## src/rtl/cheby_pkg.sv

```systemverilog
// Shared definitions for the Chebyshev lane engine.
//   state_t  : engine FSM states
//   sat_w    : clamp a wide signed value into a w-bit two's-complement range
//   rnd_bias : round-half-up bias added before the fixed-point right shift
package cheby_pkg;

  typedef enum logic [1:0] {IDLE, RUN, DRAIN, OUT} state_t;

  function automatic logic signed [63:0] sat_w(input logic signed [63:0] v, input int w);
    logic signed [63:0] hi, lo;
    hi = (64'sd1 <<< (w - 1)) - 64'sd1;
    lo = -(64'sd1 <<< (w - 1));
    if (v > hi) return hi;
    else if (v < lo) return lo;
    else return v;
  endfunction

  // FRAC_BITS must be >= 1.
  function automatic logic signed [63:0] rnd_bias(input int frac);
    return 64'sd1 <<< (frac - 1);
  endfunction

endpackage

```

## src/rtl/cheby_sat_mac.sv

```systemverilog
// Two-stage multiply / scale / round / saturate / add-coefficient unit.
//   clk, rst : clock, synchronous active-high reset
//   x, b     : multiplicand and current b_{k+1} of the issued lane
//   coeff    : c_k for the issued step
//   dbl      : 1 when k > 0 (product term is 2*x*b)
//   acc      : sat(sat(round(x*b*(dbl?2:1))) + c_k), two cycles after issue
//   sat      : either saturation fired for that result
module cheby_sat_mac
  import cheby_pkg::*;
#(
  parameter int WIDTH     = 16,
  parameter int FRAC_BITS = 10
) (
  input  logic                    clk,
  input  logic                    rst,
  input  logic signed [WIDTH-1:0] x,
  input  logic signed [WIDTH-1:0] b,
  input  logic signed [WIDTH-1:0] coeff,
  input  logic                    dbl,
  output logic signed [WIDTH-1:0] acc,
  output logic                    sat
);

  logic signed [2*WIDTH-1:0] prod_q;
  logic signed [WIDTH-1:0]   coeff_q;
  logic                      dbl_q;
  logic signed [63:0]        biased, scaled, prod_s, sum, sum_s;

  always_comb begin
    biased = (dbl_q ? (64'(prod_q) <<< 1) : 64'(prod_q)) + rnd_bias(FRAC_BITS);
    scaled = biased >>> FRAC_BITS;
    prod_s = sat_w(scaled, WIDTH);
    sum    = prod_s + 64'(coeff_q);
    sum_s  = sat_w(sum, WIDTH);
  end

  always_ff @(posedge clk) begin
    if (rst) begin
      prod_q  <= '0;
      coeff_q <= '0;
      dbl_q   <= 1'b0;
      acc     <= '0;
      sat     <= 1'b0;
    end else begin
      prod_q  <= (2*WIDTH)'(x) * (2*WIDTH)'(b);
      coeff_q <= coeff;
      dbl_q   <= dbl;
      acc     <= WIDTH'(sum_s);
      sat     <= (prod_s != scaled) || (sum_s != sum);
    end
  end

endmodule

```

## src/rtl/cheby_lane_engine.sv

```systemverilog
// Multi-lane Chebyshev series evaluator (Clenshaw recurrence), one shared
// saturating MAC time-multiplexed across lanes.
//   clk, rst            : clock, synchronous active-high reset
//   in_valid/in_ready   : job handshake (x_in, coeff_in, deg_in)
//   out_valid/out_ready : result handshake (y_out, ovf)
//   busy                : engine not idle
module cheby_lane_engine
  import cheby_pkg::*;
#(
  parameter  int WIDTH     = 16,
  parameter  int FRAC_BITS = 10,
  parameter  int DEGREE    = 3,
  parameter  int LANES     = 4,
  localparam int DW        = (DEGREE < 1) ? 1 : $clog2(DEGREE + 1)
) (
  input  logic                          clk,
  input  logic                          rst,
  input  logic                          in_valid,
  output logic                          in_ready,
  input  logic [LANES*WIDTH-1:0]        x_in,
  input  logic [(DEGREE+1)*WIDTH-1:0]   coeff_in,
  input  logic [DW-1:0]                 deg_in,
  output logic                          out_valid,
  input  logic                          out_ready,
  output logic [LANES*WIDTH-1:0]        y_out,
  output logic [LANES-1:0]              ovf,
  output logic                          busy
);

  localparam int             LW        = (LANES < 2) ? 1 : $clog2(LANES);
  localparam int             STAGES    = 2;
  localparam logic [DW-1:0]  DEG_MAX   = DW'(DEGREE);
  localparam logic [LW-1:0]  LANE_LAST = LW'(LANES - 1);

  // A lane's b state must be written back before that lane is issued again.
  generate
    if (LANES < 3) begin : g_lanes_chk
      $error("cheby_lane_engine: LANES must be at least 3");
    end
    if (2*WIDTH + 2 > 64) begin : g_width_chk
      $error("cheby_lane_engine: WIDTH too large for 64-bit intermediates");
    end
  endgenerate

  state_t                        state;
  logic [LW-1:0]                 lane_cnt;
  logic [DW-1:0]                 k_cnt;
  logic                          drain_cnt;
  logic [LANES-1:0][WIDTH-1:0]   x_q, b1, b2, y_q;
  logic [DEGREE:0][WIDTH-1:0]    c_q;
  logic                          accept, issue;

  logic [STAGES:1]               vld_pipe;
  logic [STAGES:1][LW-1:0]       lane_pipe;
  logic [STAGES:1]               k0_pipe;

  logic signed [WIDTH-1:0]       mac_acc;
  logic                          mac_sat;
  logic [LW-1:0]                 wb_lane;
  logic signed [63:0]            diff, diff_s;
  logic [WIDTH-1:0]              wb_val;
  logic                          wb_sat;

  assign accept = (state == IDLE) && in_valid && in_ready;
  assign issue  = (state == RUN);
  assign y_out  = y_q;

  always_ff @(posedge clk) begin
    if (rst) begin
      state     <= IDLE;
      in_ready  <= 1'b1;
      out_valid <= 1'b0;
      busy      <= 1'b0;
      lane_cnt  <= '0;
      k_cnt     <= '0;
      drain_cnt <= 1'b0;
      x_q       <= '0;
      c_q       <= '0;
    end else begin
      case (state)
        IDLE: if (accept) begin
          x_q      <= x_in;
          c_q      <= coeff_in;
          k_cnt    <= (deg_in > DEG_MAX) ? DEG_MAX : deg_in;
          lane_cnt <= '0;
          in_ready <= 1'b0;
          busy     <= 1'b1;
          state    <= RUN;
        end
        RUN: begin
          if (lane_cnt == LANE_LAST) begin
            lane_cnt <= '0;
            if (k_cnt == '0) begin
              drain_cnt <= 1'b0;
              state     <= DRAIN;
            end else begin
              k_cnt <= k_cnt - DW'(1);
            end
          end else begin
            lane_cnt <= lane_cnt + LW'(1);
          end
        end
        // Two cycles let the last issued lane reach writeback.
        DRAIN: begin
          if (drain_cnt) begin
            out_valid <= 1'b1;
            state     <= OUT;
          end else begin
            drain_cnt <= 1'b1;
          end
        end
        OUT: if (out_ready) begin
          out_valid <= 1'b0;
          in_ready  <= 1'b1;
          busy      <= 1'b0;
          state     <= IDLE;
        end
        default: state <= IDLE;
      endcase
    end
  end

  cheby_sat_mac #(.WIDTH(WIDTH), .FRAC_BITS(FRAC_BITS)) u_mac (
    .clk   (clk),
    .rst   (rst),
    .x     ($signed(x_q[lane_cnt])),
    .b     ($signed(b1[lane_cnt])),
    .coeff ($signed(c_q[k_cnt])),
    .dbl   (k_cnt != '0),
    .acc   (mac_acc),
    .sat   (mac_sat)
  );

  // Writeback: b_k = acc - b_{k+2}, for the lane issued two cycles ago.
  always_comb begin
    wb_lane = lane_pipe[STAGES];
    diff    = 64'(mac_acc) - 64'($signed(b2[wb_lane]));
    diff_s  = sat_w(diff, WIDTH);
    wb_val  = WIDTH'(diff_s);
    wb_sat  = (diff_s != diff);
  end

  always_ff @(posedge clk) begin
    if (rst) begin
      vld_pipe  <= '0;
      lane_pipe <= '0;
      k0_pipe   <= '0;
      b1        <= '0;
      b2        <= '0;
      y_q       <= '0;
      ovf       <= '0;
    end else begin
      vld_pipe  <= {vld_pipe[1], issue};
      lane_pipe <= {lane_pipe[1], lane_cnt};
      k0_pipe   <= {k0_pipe[1], (k_cnt == '0)};
      if (accept) begin
        b1  <= '0;
        b2  <= '0;
        ovf <= '0;
      end else if (vld_pipe[STAGES]) begin
        b2[wb_lane] <= b1[wb_lane];
        b1[wb_lane] <= wb_val;
        if (k0_pipe[STAGES]) y_q[wb_lane] <= wb_val;
        if (mac_sat || wb_sat) ovf[wb_lane] <= 1'b1;
      end
    end
  end

endmodule

```

## config.mk

```make
export PLATFORM = sky130hd
export DESIGN_NAME = cheby_lane_engine
export DESIGN_NICKNAME = d
export VERILOG_FILES = /design/src/rtl/cheby_pkg.sv /design/src/rtl/cheby_sat_mac.sv /design/src/rtl/cheby_lane_engine.sv
export SDC_FILE = /design/constraint.sdc
export NUM_CORES = 1
export LEC_CHECK = 0
export BUFFER_PORTS_ARGS = -buffer_cell sky130_fd_sc_hd__buf_2
export CORE_UTILIZATION = 30
export CTS_CLUSTER_DIAMETER = 120
export DETAILED_ROUTE_END_ITERATION = 12
export REMOVE_ABC_BUFFERS = 1
export SLEW_MARGIN = 20
export SYNTH_ARGS = -nofsm -noshare
export SYNTH_HDL_FRONTEND = slang
export SYNTH_SLANG_ARGS = --single-unit
```

## constraint.sdc

```tcl
create_clock -name clk -period 11.17 [get_ports clk]
set_input_delay 0.5585 -clock clk [delete_from_list [all_inputs] [get_ports clk]]
set_output_delay 0.5585 -clock clk [all_outputs]
set_load 0.02 [all_outputs]
```

==> summary.txt, run 1 <==
Post-synth top area share - 0.289
Number of global-route vias before repair - 22000
Switch Pwr - 2260 uW
Fin. Hold Viols - 0
Worst setup path end - u_mac.acc[11]$_SDFF_PP0_
Setup TNS - 0 ns
Count leader, synth - nand2_1
Clock power frac - 0.264
Top-level I/O count - 205
Seq/Total Area, Yosys - 0.289
R2r setup slk - 1.14 ns
Largest stage delay, worst path - 0.68 ns
Unrepaired setup endpoints after global routing - false
Die W - 306 um
R2R Path End - u_mac.acc[11]$_SDFF_PP0_
Comb power frac - 0.416
H-tree depth - 2
Final std cells w/o fill - 4484
Placed cell area - 29800 sq um
Worst-path clk slew - 0.07 ns
Mapped Area - 27700 sq um
Clock period minus final worst setup slack - 10.03 ns
Status - finished clean
Maximum VDD drop - 0.159 mV
Setup crit end kind - register
Synth area leaders - dfxtp_1 29%, fa_1 20%, nand2_1 9.4%
Net count, final - 3804
Avg Cell Area, Syn - 8.77 sq um
Max_cap viols - 0
Total number of vias - 22000
Number of enable flip-flop cells after synthesis - 0
DRC - 0
Placer congestion estimate - 0.874
Leakage - 0.0135 uW
Period utilization - 0.898
Synth Flop Type - dfxtp_1
Worst slew pin tran - 1.16 ns
DRT Wirelength - 75600 um
R2R depth - 38
Final WS setup - 1.14 ns
Vias per inst - 4.90
Max frequency - 99.7 MHz
Ys Warns - 0
Core ar. - 91700 sq um
Worst r2r src - u_mac.dbl_q$_SDFF_PP0_
CP Max Fanout - 21
Inst Count DP - 4410
Async SR Flop Fraction - 0
# fillers - 9576
Slew Viols, Final - 0
Max transition margin - 0.226
Finished Cell Area - 31200 sq um
Largest net degree at the start of global routing - 97
Type of the worst setup path - reg2reg
Critical path arrival - 10.48 ns
DR pass1 iterations - 6
Total gr overflow - 0
Worst hold path type - in2reg
Startpoint type of the worst setup path - register
Antenna violations before repair - 7
GRT Total Usage - 0.164
Pre-CTS setup slack - 0.947 ns
Clock tree sinks - 400
DP HPWL - 56400 um
CTS tree - done
Worst skew pair latency - 0.59 ns
Power density cells - 172 nW/um^2
Area Overhead vs Synth - 12.6%
Die height - 306 um
Clock Tree Buf Depth - 3
Share of cells above drive strength 1 - 0.120
First-pass GRT wire length - 123000 um
Utilization after layout - 0.341
Slowest CP cell - ha_1
First element of the critical path - u_mac.dbl_q$_SDFF_PP0_
Required @ worst endpoint - 11.63 ns
Post-CTS setup repair buffer count - 0
Antenna-violating nets left - 0
Area leader, netlist - dfxtp_1
Final Setup Violations - 0
ANT cells - 0
Cell variety after synth - 76
Switching Share - 0.421
Top cells by count, synth - 697 x nand2_1, 400 x dfxtp_1, 294 x inv_1, 272 x fa_1, 264 x a21oi_1
Die area - 93600 sq um
Yosys reg bits - 400
Internal - 3110 uW
WL/cell - 16.9 um
Flop pwr share - 0.320
# rows - 111
CTS root buffer - clkbuf_16
Port buffer count - 204
Initial Utilization - 0.302
Setup Skew - 0.0364 ns
Drt first-iter violations - 1307
Synth Instances - 3161
CTS buffer count - 42
[cells by family (layout without fill, tap and decap cells)]
group,Yosys count,after routing,share of synthesized area
mux,88,88,0.0609
buf+inv,464,601,0.0635
simple gates,1147,1147,0.183
xor+xnor,91,91,0.0287
compound gates,568,568,0.120
flops,400,400,0.289
fa+ha+maj,403,403,0.255
[how the worst min path moves through the flow]
stage,start,to,cells after the start,slack [ns]
2_1_floorplan,k0_pipe[1]$_SDFF_PP0_,k0_pipe[2]$_SDFF_PP0_,1,0.41
3_3_place_gp,lane_pipe[0]$_SDFF_PP0_,wb_lane[0]$_SDFF_PP0_,1,0.42
3_5_place_dp,lane_pipe[1]$_SDFF_PP0_,wb_lane[1]$_SDFF_PP0_,1,0.42
4_1_cts,x_in[33],x_q[33]$_SDFFE_PP0P_,3,0.17
5_1_grt,x_in[7],x_q[7]$_SDFFE_PP0P_,3,0.20
6_report,x_in[5],x_q[5]$_SDFFE_PP0P_,3,0.21
[worst max-delay path: cells and delay by family (launching register included)]
family,cells,cell delay (ns)
simple gates,17,2.85
fa+ha+maj,5,2.22
xor+xnor,1,0.18
compound gates,11,2.96
mux,2,0.58
flops,1,0.63
buf+inv,2,0.46
[cells in the final DEF (no fill, tap or decap), types with 37 or more instances in the layout]
master,netlist,layout
a21oi_1,264,264
and2_1,104,104
buf_2,5,203
clkbuf_16,0,42
dfxtp_1,400,397
fa_1,272,272
ha_1,130,130
inv_1,294,294
mux4_2,64,64
nand2_1,697,697
nand3_1,38,37
nor2_1,150,149
o21ai_0,141,141
xnor2_1,52,52
xor2_1,39,39
[stage by stage]
stage / hold slack [ns] / total power, uW
floorplan: 0.414 / 3210
global placement: 0.421 / 3970
detailed placement: 0.423 / 3980
CTS: 0.174 / 5420
global route: 0.196 / 5730
finish: 0.209 / 5380
[registers in the layout, indices dropped and copies added, names as in the netlist]
| name | cells |
|---|---|
| lane_cnt | 2 |
| y_out | 64 |
| u_mac.prod_q | 24 |
| out_valid | 1 |
| busy | 1 |
| k_cnt | 2 |
| state | 2 |
| u_mac.coeff_q | 16 |
| b2 | 64 |
| u_mac.acc | 16 |
| c_q | 64 |
| lane_pipe | 2 |
| in_ready | 1 |
| b1 | 64 |
| vld_pipe | 2 |
| u_mac.sat | 1 |
| k0_pipe | 2 |
| drain_cnt | 1 |
| u_mac.dbl_q | 1 |
| ovf | 4 |
| x_q | 64 |
| wb_lane | 2 |
[final cells by class]
class / instances / area, sq um / share of cell area
multi-input combinational: 2297 / 18000 / 0.577
sequential: 400 / 8010 / 0.257
tap: 1186 / 1480 / 0.0475
timing repair buffer: 231 / 1230 / 0.0395
clock buffer: 56 / 1190 / 0.0382
inverter: 296 / 1110 / 0.0356
clock inverter: 18 / 180 / 0.00577
[per-layer routing]
metal,vias to the layer above,track usage,wire length [um]
li1,10600,-,-
met1,10900,0.220,34200
met2,478,0.278,36400
met3,97,0.0200,3200
met4,8,0.0424,1740
met5,-,0,51
[timing repair]
action	in CTS	in global routing
endpoints found under the setup margin	0	8
resized for setup	0	2
hold buffers	0	0
[power groups by stage]
stage                     clock network [uW]  registers, uW  logic, uW
final                                   1420           1720       2230
after global routing                    1510           1740       2480
after CTS                               1460           1720       2240
after detailed placement                   0           1750       2230
after global placement                     0           1750       2210
after floorplan                            0           1720       1490
Note: power is estimated with default switching activity, not from simulation.
==> inputs of run 2 (changes only) <==
==> constraint.sdc (replaced) <==
create_clock -name clk -period 9 [get_ports clk]
set_input_delay 0.45 -clock clk [delete_from_list [all_inputs] [get_ports clk]]
set_output_delay 0.45 -clock clk [all_outputs]
set_load 0.02 [all_outputs]
==> run 2 against run 1 <==
Sequential power increased by 23%. Register-to-register slack got worse by 0.49 ns. Utilization increased by 0.35 points. Global-route usage increased by 0.12 points. Clock power increased by 27%. Critical path type unchanged. Critical endpoint is now u_mac.acc[0]$_SDFF_PP0_. Largest cell class unchanged.
==> summary.txt, run 2 (synthesized netlist as in run 1, its figures left out) <==
Status - finished clean
Top-level I/O count - 205
Hold Buf Count CTS - 0
Worst r2r src - u_mac.dbl_q$_SDFF_PP0_
GRT Total Usage - 0.165
Worst hold path type - in2reg
Setup Skew - 0.0293 ns
Maximum VDD drop - 0.165 mV
Switch Pwr - 2840 uW
CTS root buffer - clkbuf_16
Switching Share - 0.420
# fillers - 9568
Final WS setup - 0.650 ns
Clock power frac - 0.265
Clock tree sinks - 400
First-pass GRT wire length - 124000 um
Flop pwr share - 0.311
R2R depth - 38
DP HPWL - 57100 um
Max transition margin - 0.279
Initial Utilization - 0.302
CP Max Fanout - 24
Comb power frac - 0.423
DRT Wirelength - 76200 um
Worst-path clk slew - 0.07 ns
CTS buffer count - 41
Power density cells - 215 nW/um^2
Met2 Wirelength - 36300 um
Largest stage delay, worst path - 0.48 ns
Clock Tree Buf Depth - 3
Die W - 306 um
Hold_sp - x_in[17]
Antenna-violating nets left - 0
Final std cells w/o fill - 4509
Fin. Hold Viols - 0
Leakage - 0.0136 uW
Hold path depth - 3
Internal - 3920 uW
Die height - 306 um
Core ar. - 91700 sq um
Die area - 93600 sq um
Slowest CP cell - fa_1
H-tree depth - 2
Worst skew pair latency - 0.59 ns
Share of cells above drive strength 1 - 0.129
Uppermost routed layer - met5
Most frequent cell on the critical path - nand4_1
Inst Count DP - 4431
Pre-CTS setup slack - -0.167 ns
R2r setup slk - 0.65 ns
DRC - 0
Commonest non-fill, non-tap cell in the layout - nand2_1
Commonest cells after routing, fill and taps aside - 697 x nand2_1, 397 x dfxtp_1, 294 x inv_1
Area Overhead vs Synth - 13.7%
R2R Path End - u_mac.acc[0]$_SDFF_PP0_
Antenna violations before repair - 6
Met3 Wirelength - 3810 um
DR pass1 iterations - 5
Setup crit end kind - register
M1 WL - 33700 um
Critical path arrival - 8.80 ns
Total gr overflow - 0
Total number of vias - 22000
Drt first-iter violations - 1396
Clock period minus final worst setup slack - 8.35 ns
Largest net degree at the start of global routing - 103
Startpoint type of the worst setup path - register
Placer congestion estimate - 0.884
Worst slew pin tran - 1.08 ns
Port buffer count - 204
Slew Viols, Final - 0
Max frequency - 120 MHz
Required @ worst endpoint - 9.45 ns
WL/cell - 16.9 um
Worst Hold End - x_q[17]$_SDFFE_PP0P_
Number of global-route vias before repair - 22300
Max_cap viols - 0
Final Setup Violations - 0
Vias per inst - 4.89
# rows - 111
Unrepaired setup endpoints after global routing - false
Period utilization - 0.928
Net count, final - 3827
ANT cells - 0
Type of the worst setup path - reg2reg
CTS tree - done
## run 2: cell count changes in the layout (fill, tap and decap cells not counted), sizes merged
cell,change
buf,+24
clkinv,-5
clkinvlp,+2
bufinv,+2
clkbuf,+2
## run 2: worst max-delay path by stage
stage / from / endpoint / slack [ns] / cells past startpoint
floorplan: u_mac.dbl_q$_SDFF_PP0_ / u_mac.acc[0]$_SDFF_PP0_ / -0.39 / 37
global placement: u_mac.prod_q[10]$_SDFF_PP0_ / u_mac.acc[1]$_SDFF_PP0_ / -0.05 / 37
detailed placement: u_mac.prod_q[10]$_SDFF_PP0_ / u_mac.acc[0]$_SDFF_PP0_ / -0.17 / 37
CTS: u_mac.prod_q[10]$_SDFF_PP0_ / u_mac.acc[0]$_SDFF_PP0_ / 0.03 / 37
global route: u_mac.prod_q[9]$_SDFF_PP0_ / u_mac.acc[1]$_SDFF_PP0_ / 0.006 / 38
finish: u_mac.dbl_q$_SDFF_PP0_ / u_mac.acc[0]$_SDFF_PP0_ / 0.65 / 38
## run 2: critical path: cells and delay by family, from the launching register on
| family | cells | cell delay [ns] |
|---|---|---|
| AOI/OAI and AO/OA | 9 | 1.98 |
| xor gates and xnor gates | 1 | 0.17 |
| adders and majority gates | 4 | 1.60 |
| buffers and inverters | 4 | 0.83 |
| DFF | 1 | 0.36 |
| muxes | 2 | 0.37 |
| and+or+nand+nor | 18 | 2.87 |
## run 2: timing repair
action                                  4_1_cts  5_1_grt
pin swaps                                     0        6
gates resized for setup                       5       17
endpoints found under the setup margin       17       17
setup buffers                                 0        3
## run 2: metrics by stage
stage	TNS, ns	hold slack (ns)	cell area, sq um	util	total power (uW)
4_1_cts	0	0.0583	31400	0.343	6790
2_1_floorplan	-4.93	0.414	27100	-	3990
5_1_grt	0	0.0828	31500	0.344	7180
3_3_place_gp	-0.192	0.416	30000	0.327	4950
6_report	0	0.0942	31500	0.344	6770
3_5_place_dp	-1.16	0.426	30000	0.327	4980
## run 2: routing by layer
layer / up-vias / global-route usage
met3: 101 / 0.0207
met4: 2 / 0.0526
met1: 10800 / 0.221
met5: - / 0
met2: 500 / 0.275
li1: 10600 / -
## run 2: power by group through the flow
stage | combinational, uW | clock, uW | sequential [uW]
2_1_floorplan | 1850 | 0 | 2140
3_3_place_gp | 2810 | 0 | 2140
3_5_place_dp | 2830 | 0 | 2150
4_1_cts | 2840 | 1840 | 2110
5_1_grt | 3150 | 1910 | 2130
6_report | 2860 | 1800 | 2110
## run 2: area by class of cell
class                           count  area (sq um)  area share
Inverter                          296          1110      0.0352
Multi-Input combinational cell   2297         18100       0.573
Timing Repair Buffer              255          1450      0.0458
Tap cell                         1186          1480      0.0471
Clock buffer                       58          1150      0.0365
Clock inverter                     17           248     0.00786
Sequential cell                   400          8010       0.254
==> inputs of run 3 (changes only) <==
--- a/config.mk
+++ b/config.mk
@@ -6,9 +6,12 @@
 export NUM_CORES = 1
 export LEC_CHECK = 0
 export BUFFER_PORTS_ARGS = -buffer_cell sky130_fd_sc_hd__buf_2
+export CELL_PAD_IN_SITES_DETAIL_PLACEMENT = 0
+export CELL_PAD_IN_SITES_GLOBAL_PLACEMENT = 1
 export CORE_UTILIZATION = 30
 export CTS_CLUSTER_DIAMETER = 120
 export DETAILED_ROUTE_END_ITERATION = 12
+export PLACE_DENSITY_LB_ADDON = 0.1
 export REMOVE_ABC_BUFFERS = 1
 export SLEW_MARGIN = 20
 export SYNTH_ARGS = -nofsm -noshare
==> run 3 against run 2 <==
Combinational power grew 4%. Largest cell class unchanged. Setup slack got worse by 0.034 ns. Die area did not move. Sequential power up 2%. Total power is 6.8% higher. Sequential share of layout area shrank 0.26 points. Non-clock buffer count rose by 3. Clock skew increased by 0.011 ns. Critical endpoint unchanged. Cell count grew 0.42%.
==> summary.txt, run 3 (synthesized netlist as in run 1, its figures left out) <==
Initial Utilization - 0.302
WL/cell - 19.7 um
Slew Viols, Final - 0
Largest stage delay, worst path - 0.50 ns
Switch Pwr - 3070 uW
Worst skew pair latency - 0.64 ns
DRT Wirelength - 89100 um
Most frequent cell on the critical path - nand4_1
Area Overhead vs Synth - 15.0%
Die area - 93600 sq um
Total gr overflow - 0
Slowest CP cell - or3b_2
Drt first-iter violations - 1138
Worst setup path end - u_mac.acc[0]$_SDFF_PP0_
Status - finished clean
R2r setup slk - 0.62 ns
Clock Tree Buf Depth - 3
Clock tree sinks - 400
Maximum VDD drop - 0.177 mV
CTS tree - done
Total number of vias - 22300
DRC - 0
Flop pwr share - 0.297
Max_cap viols - 0
Die height - 306 um
Vias per inst - 4.93
Leakage - 0.0138 uW
Number of global-route vias before repair - 23800
Startpoint type of the worst setup path - register
Die W - 306 um
Final Power - 7220 uW
# rows - 111
Largest delay contributor family on the critical path - simple AND/OR/NAND/NOR gates
GRT Total Usage - 0.193
CTS root buffer - clkbuf_16
Largest net degree at the start of global routing - 88
Required @ worst endpoint - 9.50 ns
First-pass GRT wire length - 139000 um
Share of cells above drive strength 1 - 0.135
Internal - 4150 uW
R2R Path End - u_mac.acc[0]$_SDFF_PP0_
Clock period minus final worst setup slack - 8.38 ns
Hold Slack - 0.0555 ns
R2R depth - 37
Placer congestion estimate - 0.810
Setup crit end kind - register
Final Setup Violations - 0
Type of the worst setup path - reg2reg
Utilization after layout - 0.348
Setup Skew - 0.0406 ns
Comb power frac - 0.413
DR pass1 iterations - 5
Critical path buffer and inverter count - 1
Core ar. - 91700 sq um
Antenna-violating nets left - 0
H-tree depth - 2
Worst hold path type - in2reg
CP Max Fanout - 13
Final std cells w/o fill - 4528
Worst slew pin tran - 1.06 ns
Critical path arrival - 8.88 ns
Commonest cells after routing, fill and taps aside - 696 x nand2_1, 395 x dfxtp_1, 294 x inv_1
DP HPWL - 65400 um
Commonest non-fill, non-tap cell in the layout - nand2_1
Top-level I/O count - 205
Period utilization - 0.932
Worst r2r src - u_mac.dbl_q$_SDFF_PP0_
Max frequency - 119 MHz
Fin. Hold Viols - 0
First element of the critical path - u_mac.dbl_q$_SDFF_PP0_
Setup TNS - 0 ns
Antenna violations before repair - 1
CTS buffer count - 49
Switching Share - 0.425
Worst-path clk slew - 0.06 ns
Stages on worst setup path - 37
Max transition margin - 0.292
Clock power frac - 0.290
Power density cells - 227 nW/um^2
Inst Count DP - 4433
Port buffer count - 204
Net count, final - 3838
-- run 3: cell types whose count changed in the layout (fill, tap and decap cells not counted), moves of 3 or more --
cell,change
o21ai_2,-3
clkbuf_16,+8
clkbuf_8,+9
buf_4,+4
clkbuf_1,-4
o21ai_0,+3
-- run 3: how the worst min path moves through the flow --
stage	from	endpoint	cells after the start
2_1_floorplan	k0_pipe[1]$_SDFF_PP0_	k0_pipe[2]$_SDFF_PP0_	1
5_1_grt	x_in[24]	x_q[24]$_SDFFE_PP0P_	3
4_1_cts	coeff_in[18]	c_q[18]$_SDFFE_PP0P_	3
6_report	coeff_in[2]	c_q[2]$_SDFFE_PP0P_	3
3_3_place_gp	lane_pipe[1]$_SDFF_PP0_	wb_lane[1]$_SDFF_PP0_	1
3_5_place_dp	lane_pipe[1]$_SDFF_PP0_	wb_lane[1]$_SDFF_PP0_	1
-- run 3: stage by stage --
step	worst slack, ns	cell area (sq um)
global placement	-0.284	30000
floorplan	-0.390	27100
finish	0.616	31900
CTS	0.0719	31800
global route	-0.0350	31900
detailed placement	-0.273	30000
-- run 3: what timing repair did --
| item | CTS | global route |
|---|---|---|
| gates resized for setup | 5 | 13 |
| hold buffers | 0 | 0 |
| setup endpoints to repair | 17 | 18 |
| pin swaps | 1 | 4 |
| buffers inserted | 0 | 4 |
-- run 3: tightest hold or removal path, stage by stage --
cell     delay, ns
buf_2         0.10
nand2_1       0.05
a21oi_1       0.05
-- run 3: power by group through the flow --
stage | combinational [uW] | clock, uW | sequential, uW
floorplan | 1850 | 0 | 2140
global placement | 2950 | 0 | 2180
detailed placement | 2980 | 0 | 2190
CTS | 3000 | 2170 | 2150
global route | 3320 | 2230 | 2180
finish | 2980 | 2100 | 2150
-- run 3: cell type report --
type	instances	area, sq um
repair buffers	258	1460
flip-flops and latches	400	8020
diodes	1	2.50
clock buffers	72	1470
well taps	1186	1480
clock inverters	18	253
multi-input cells	2297	18100
fillers	9535	59800
inverters	296	1110
-- run 3: metal layers --
layer,GRT usage,up-vias,wire [um]
met5,0,-,0
met4,0.0552,0,2410
met3,0.0301,127,4600
met2,0.319,513,41300
met1,0.261,11100,40800
li1,-,10600,-
